$ cat config.mk
export PLATFORM = sky130hd
export DESIGN_NAME = fp_normalizer
export DESIGN_NICKNAME = d
export VERILOG_FILES = /design/src/rtl/fpcvt_pkg.sv /design/src/rtl/fp_magnitude.sv /design/src/rtl/fp_normalizer.sv
export SDC_FILE = /design/constraint.sdc
export NUM_CORES = 1
export LEC_CHECK = 0
export CORE_MARGIN = 2
export CORE_UTILIZATION = 35
export CTS_CLUSTER_DIAMETER = 150
export DETAILED_ROUTE_END_ITERATION = 8
export GPL_ROUTABILITY_DRIVEN = 1
export GPL_TIMING_DRIVEN = 0
export PLACE_DENSITY_LB_ADDON = 0.1
export SYNTH_ARGS = -nofsm -noshare
export SYNTH_HDL_FRONTEND = slang
export SYNTH_SLANG_ARGS = --single-unit
$ cat constraint.sdc
create_clock -name clk -period 2.05 [get_ports clk]
set_input_delay 0.3075 -clock clk [delete_from_list [all_inputs] [get_ports clk]]
set_output_delay 0.3075 -clock clk [all_outputs]
set_load 0.005 [all_outputs]
$ cat src/rtl/fpcvt_pkg.sv
// Shared widths, constants, state encoding and result payload for the fixed-to-float path.
package fpcvt_pkg;

    localparam int unsigned IN_W  = 12;
    localparam int unsigned EXP_W = 3;
    localparam int unsigned SIG_W = 4;
    // |d| never exceeds 0x7FF after saturation, so the shifter only needs IN_W-1 bits.
    localparam int unsigned MAG_W = IN_W - 1;

    localparam logic [EXP_W-1:0] EXP_MAX = EXP_W'(7);
    localparam logic [IN_W-1:0]  MIN_NEG = 12'h800;
    localparam logic [IN_W-1:0]  SAT_MAG = 12'h7FF;

    typedef enum logic [1:0] {
        IDLE  = 2'd0,
        SHIFT = 2'd1,
        DONE  = 2'd2
    } state_e;

    // Normalized result handed to the rounder.
    typedef struct packed {
        logic             sign;
        logic [EXP_W-1:0] expo;
        logic [SIG_W-1:0] sig;
        logic             fifth;
    } res_t;

endpackage

$ cat src/rtl/fp_magnitude.sv
// Combinational sign/magnitude split of a two's-complement sample, saturating -2048 to 2047.
module fp_magnitude
    import fpcvt_pkg::*;
(
    input  logic [IN_W-1:0]  d_i,
    output logic             sign_c_o,
    output logic [MAG_W-1:0] mag_c_o
);

    // Negation only needs the low MAG_W bits: for every negative input except MIN_NEG the result fits.
    always_comb begin
        sign_c_o = d_i[IN_W-1];
        if (d_i == MIN_NEG) begin
            mag_c_o = SAT_MAG[MAG_W-1:0];
        end else if (d_i[IN_W-1]) begin
            mag_c_o = ~d_i[MAG_W-1:0] + MAG_W'(1);
        end else begin
            mag_c_o = d_i[MAG_W-1:0];
        end
    end

endmodule

$ cat src/rtl/fp_normalizer.sv
// Iterative normalizer: one left shift per cycle until the leading one reaches the top or the exponent hits zero.
module fp_normalizer
    import fpcvt_pkg::*;
(
    input  logic             clk,
    input  logic             rst_n,
    input  logic             in_valid,
    output logic             in_ready,
    input  logic [IN_W-1:0]  d,
    output logic             out_valid,
    input  logic             out_ready,
    output logic             out_sign,
    output logic [EXP_W-1:0] out_exp,
    output logic [SIG_W-1:0] out_sig,
    output logic             out_fifth
);

    logic             mag_sign;
    logic [MAG_W-1:0] mag;

    state_e           state_q,     state_d;
    logic             sign_q,      sign_d;
    logic [MAG_W-1:0] sh_q,        sh_d;
    logic [EXP_W-1:0] expc_q,      expc_d;
    logic             in_ready_q,  in_ready_d;
    logic             out_valid_q, out_valid_d;
    res_t             res_q,       res_d;

    fp_magnitude u_mag (
        .d_i      (d),
        .sign_c_o (mag_sign),
        .mag_c_o  (mag)
    );

    // Next-state and next-output logic for the IDLE/SHIFT/DONE sequence.
    always_comb begin
        state_d     = state_q;
        sign_d      = sign_q;
        sh_d        = sh_q;
        expc_d      = expc_q;
        out_valid_d = out_valid_q;
        res_d       = res_q;

        unique case (state_q)
            IDLE: begin
                if (in_valid && in_ready_q) begin
                    sign_d  = mag_sign;
                    sh_d    = mag;
                    expc_d  = EXP_MAX;
                    state_d = SHIFT;
                end
            end
            SHIFT: begin
                if (sh_q[MAG_W-1] || (expc_q == '0)) begin
                    res_d.sign  = sign_q;
                    res_d.expo  = expc_q;
                    res_d.sig   = sh_q[MAG_W-1 -: SIG_W];
                    res_d.fifth = sh_q[MAG_W-1-SIG_W];
                    out_valid_d = 1'b1;
                    state_d     = DONE;
                end else begin
                    sh_d   = {sh_q[MAG_W-2:0], 1'b0};
                    expc_d = expc_q - EXP_W'(1);
                end
            end
            DONE: begin
                if (out_ready) begin
                    out_valid_d = 1'b0;
                    state_d     = IDLE;
                end
            end
            default: begin
                out_valid_d = 1'b0;
                state_d     = IDLE;
            end
        endcase

        in_ready_d = (state_d == IDLE);
    end

    // State and output registers; reset abandons any sample in flight.
    always_ff @(posedge clk or negedge rst_n) begin
        if (!rst_n) begin
            state_q     <= IDLE;
            sign_q      <= 1'b0;
            sh_q        <= '0;
            expc_q      <= '0;
            in_ready_q  <= 1'b1;
            out_valid_q <= 1'b0;
            res_q       <= '0;
        end else begin
            state_q     <= state_d;
            sign_q      <= sign_d;
            sh_q        <= sh_d;
            expc_q      <= expc_d;
            in_ready_q  <= in_ready_d;
            out_valid_q <= out_valid_d;
            res_q       <= res_d;
        end
    end

    assign in_ready  = in_ready_q;
    assign out_valid = out_valid_q;
    assign out_sign  = res_q.sign;
    assign out_exp   = res_q.expo;
    assign out_sig   = res_q.sig;
    assign out_fifth = res_q.fifth;

endmodule
==> results.yml <==
drt:
  wl_mm: 3.07
  wl_per_cell_um: 14.1
  first_iter_violations: 75
  drc: 0
  firstDrtPassIters: 4
  postRouteAntennaNets: 0
  dr_total_vias: 1117
  viasPerCell: 5.12
final_layout:
  layout_commonest_cell: "dfrtp_1"
  syn2layout_area_growth_pct: 28.0
  nNetsFinal: 188
  final_cell_mix: "dfrtp_1, clkdlybuf4s50_1, nand2_1, o22ai_1, o21ai_1"
  diodes: 0
  drive_gt1_share_pct: 13.7
  num-fill-cells: 374
  final_cell_count_no_fill: 218
power:
  p_seq_share_pct: 40.1
  pwr-share-comb_pct: 42.0
  power.density_nw_per_um2: 1350
  sw_frac_of_total_pct: 34.2
  peakVddDrop_v: 0.000512
  p_leak_nw: 0.781
  p_total_mw: 2.43
  p_clk_share_pct: 17.9
  p_int_mw: 1.60
  switchingPower_mw: 0.830
placement:
  post-place-ws_ps: -391
  place_congestion: 0.912
  dp_cells: 213
  portBuffers: 25
  hpwl_mm: 2.23
clock_tree:
  cts-hold-fix-buffers: 0
  cts_tree: "done"
  cts_num_sinks: 28
  cts_max_level: 1
  cts.clk_slew.worst_paths_ps: 100
  cts_buffers: 3
  clock-root-buffer: "clkbuf_8"
  clockBufferDepth: 2
  worstSkewPairLatency_ps: 270
flow_run:
  maxCapViolCount: 0
worst_setup_path:
  crit_path_max_incr_delay_ps: 510
  rrSetupSlack_ps: 230
  cp.required_ps: 2260
  slowest_stage: "clkdlybuf4s50_1"
  cp-start-kind: "primary input"
  worstPathArrival_ps: 2130
  cp_cell_sequence: "clkdlybuf4s50_1 > nor4_4 > nand2_2 > o41ai_4 > buf_4 > o22ai_1 > o21ai_1"
  worstPathMaxFanout: 9
  path_class: "in -> reg"
  cp-end-kind: "register"
hold_path:
  holdCritPathClass: "in -> async"
yosys:
  ys_seq_area_share_pct: 50.0
  synth_seq_cells: 28
  synth_flop_cell: "dfrtp_1"
  synthDistinctLibCells: 33
  synthesis.nets: 157
  synth_edf_count: 0
  yosysWarnings: 0
  syn_area_um2: 1410
  async_reset_ff_share_pct: 100
  syn_inst: 138
  avgSynthCellArea_um2: 10.2
floorplanning:
  die_x_um: 67.4
  die_area_um2: 4540
  coreArea_um2: 3940
  rows: 23
  die_h_um: 67.4
  io_pins: 27
  initial_utilization_pct: 35.6
sta:
  fin_skew_ps: 2.45
  post-route-min-period_ps: 1930
  finalMaxSlewViolations: 0
  rsz0062_at_grt: "false"
  worst_pin_slew_ps: 624
  setup_slack_ps: 125
  fmaxAchievable_ghz: 0.519
  timing.slew.headroom_pct: 58.4
  min_period_over_period_pct: 93.9
  hold_violations: 0
  finalSetupViolations: 0
global_routing:
  grt_max_degree: 29
  overflow: 0
  gr-usage-all-layers_pct: 15.8
  grt_first_pass_wirelength_mm: 5.42
  grt_pass1_vias: 1187
  grt_antenna_before_repair: 0
status:
  status: "completed"
-- cells in the mapped netlist, types with 2 or more instances --
| cell | n | area, um^2 |
|---|---|---|
| a21oi_1 | 3 | 15.0 |
| a22o_1 | 2 | 17.5 |
| a22oi_1 | 2 | 15.0 |
| clkbuf_1 | 4 | 15.0 |
| dfrtp_1 | 27 | 676 |
| ha_1 | 3 | 37.5 |
| inv_1 | 7 | 26.3 |
| mux2_2 | 8 | 90.1 |
| nand2_1 | 16 | 60.1 |
| nand2b_1 | 3 | 18.8 |
| nor2_1 | 6 | 22.5 |
| nor3_1 | 5 | 25.0 |
| o21ai_0 | 7 | 35.0 |
| o21ai_1 | 9 | 45.0 |
| o22ai_1 | 9 | 56.3 |
| or3_1 | 4 | 25.0 |
| xnor2_1 | 4 | 35.0 |
| xor2_1 | 4 | 35.0 |
-- final cells by class --
| cell class | count | area, um^2 | area share, % |
|---|---|---|---|
| Clock inverter | 1 | 30.0 | 1.67 |
| Multi-Input combinational cell | 98 | 662 | 36.8 |
| Timing Repair Buffer | 26 | 253 | 14.1 |
| Inverter | 7 | 26.3 | 1.46 |
| Sequential cell | 28 | 702 | 39.0 |
| Buffer | 5 | 21.3 | 1.18 |
| Clock buffer | 3 | 41.3 | 2.30 |
| Tap cell | 50 | 62.6 | 3.48 |
-- final timing paths --
check                                  end      start  depth (start not counted)
worst max-delay path               sh_q[1]       d[5]                          7
worst min-delay path                sign_q      rst_n                          1
worst max register to register  out_sig[1]  expc_q[0]                          6
worst min register to register      sign_q     sign_q                          2
max in group asynchronous        expc_q[2]      rst_n                          1
min in group clk                    sign_q     sign_q                          2
-- cells by family (layout without fill, tap and decap cells) --
group,Yosys count,in the layout,synth area share (%)
flops,28,28,50.0
xor+xnor,8,8,4.99
simple gates,41,41,15.0
mux,8,8,6.41
fa+ha+maj,3,3,2.67
buf+inv,12,42,3.29
compound gates,38,38,17.7
-- registers in the layout (all words and copies together), names as in the netlist --
| register | cells |
|---|---|
| out_sig | 4 |
| out_exp | 3 |
| sign_q | 1 |
| out_sign | 1 |
| sh_q | 11 |
| out_fifth | 1 |
| out_valid | 1 |
| state_q | 2 |
| in_ready | 1 |
| expc_q | 3 |
-- timing repair --
item	in CTS	in global routing
setup buffers	0	1
endpoints found under the setup margin	9	13
gates resized for setup	0	3
pin swaps	1	1
-- power groups by stage --
stage / sequential [mW] / clock, mW / combinational (mW)
4_1_cts: 0.973 / 0.453 / 1.02
5_1_grt: 1.01 / 0.477 / 1.17
3_5_place_dp: 0.983 / 0 / 1.02
2_1_floorplan: 0.958 / 0 / 0.626
3_3_place_gp: 0.976 / 0 / 1.00
6_report: 0.974 / 0.434 / 1.02
-- routing by layer --
layer	global-route usage, %	part of all wire, %
met5	0	0
met4	4.59	0.81
met3	2.50	3.7
met2	26.4	48
met1	21.1	47
-- metrics by stage --
| stage | TNS, ps | utilization, % | area (um^2) | hold slack [ps] |
|---|---|---|---|---|
| 6_report | 0 | 45.6 | 1800 | 35.2 |
| 3_3_place_gp | -3130 | 43.6 | 1720 | 459 |
| 2_1_floorplan | 0 | - | 1410 | 11.9 |
| 3_5_place_dp | -3110 | 43.6 | 1720 | 461 |
| 4_1_cts | 0 | 45.4 | 1790 | 489 |
| 5_1_grt | 0 | 45.6 | 1800 | 74.2 |
-- critical path: cells and delay by family --
family / cells / cell delay (ps)
AOI/OAI and AO/OA: 3 / 560
buffers and inverters: 2 / 730
and+or+nand+nor: 2 / 520
Power figures use the tool's default switching activity.
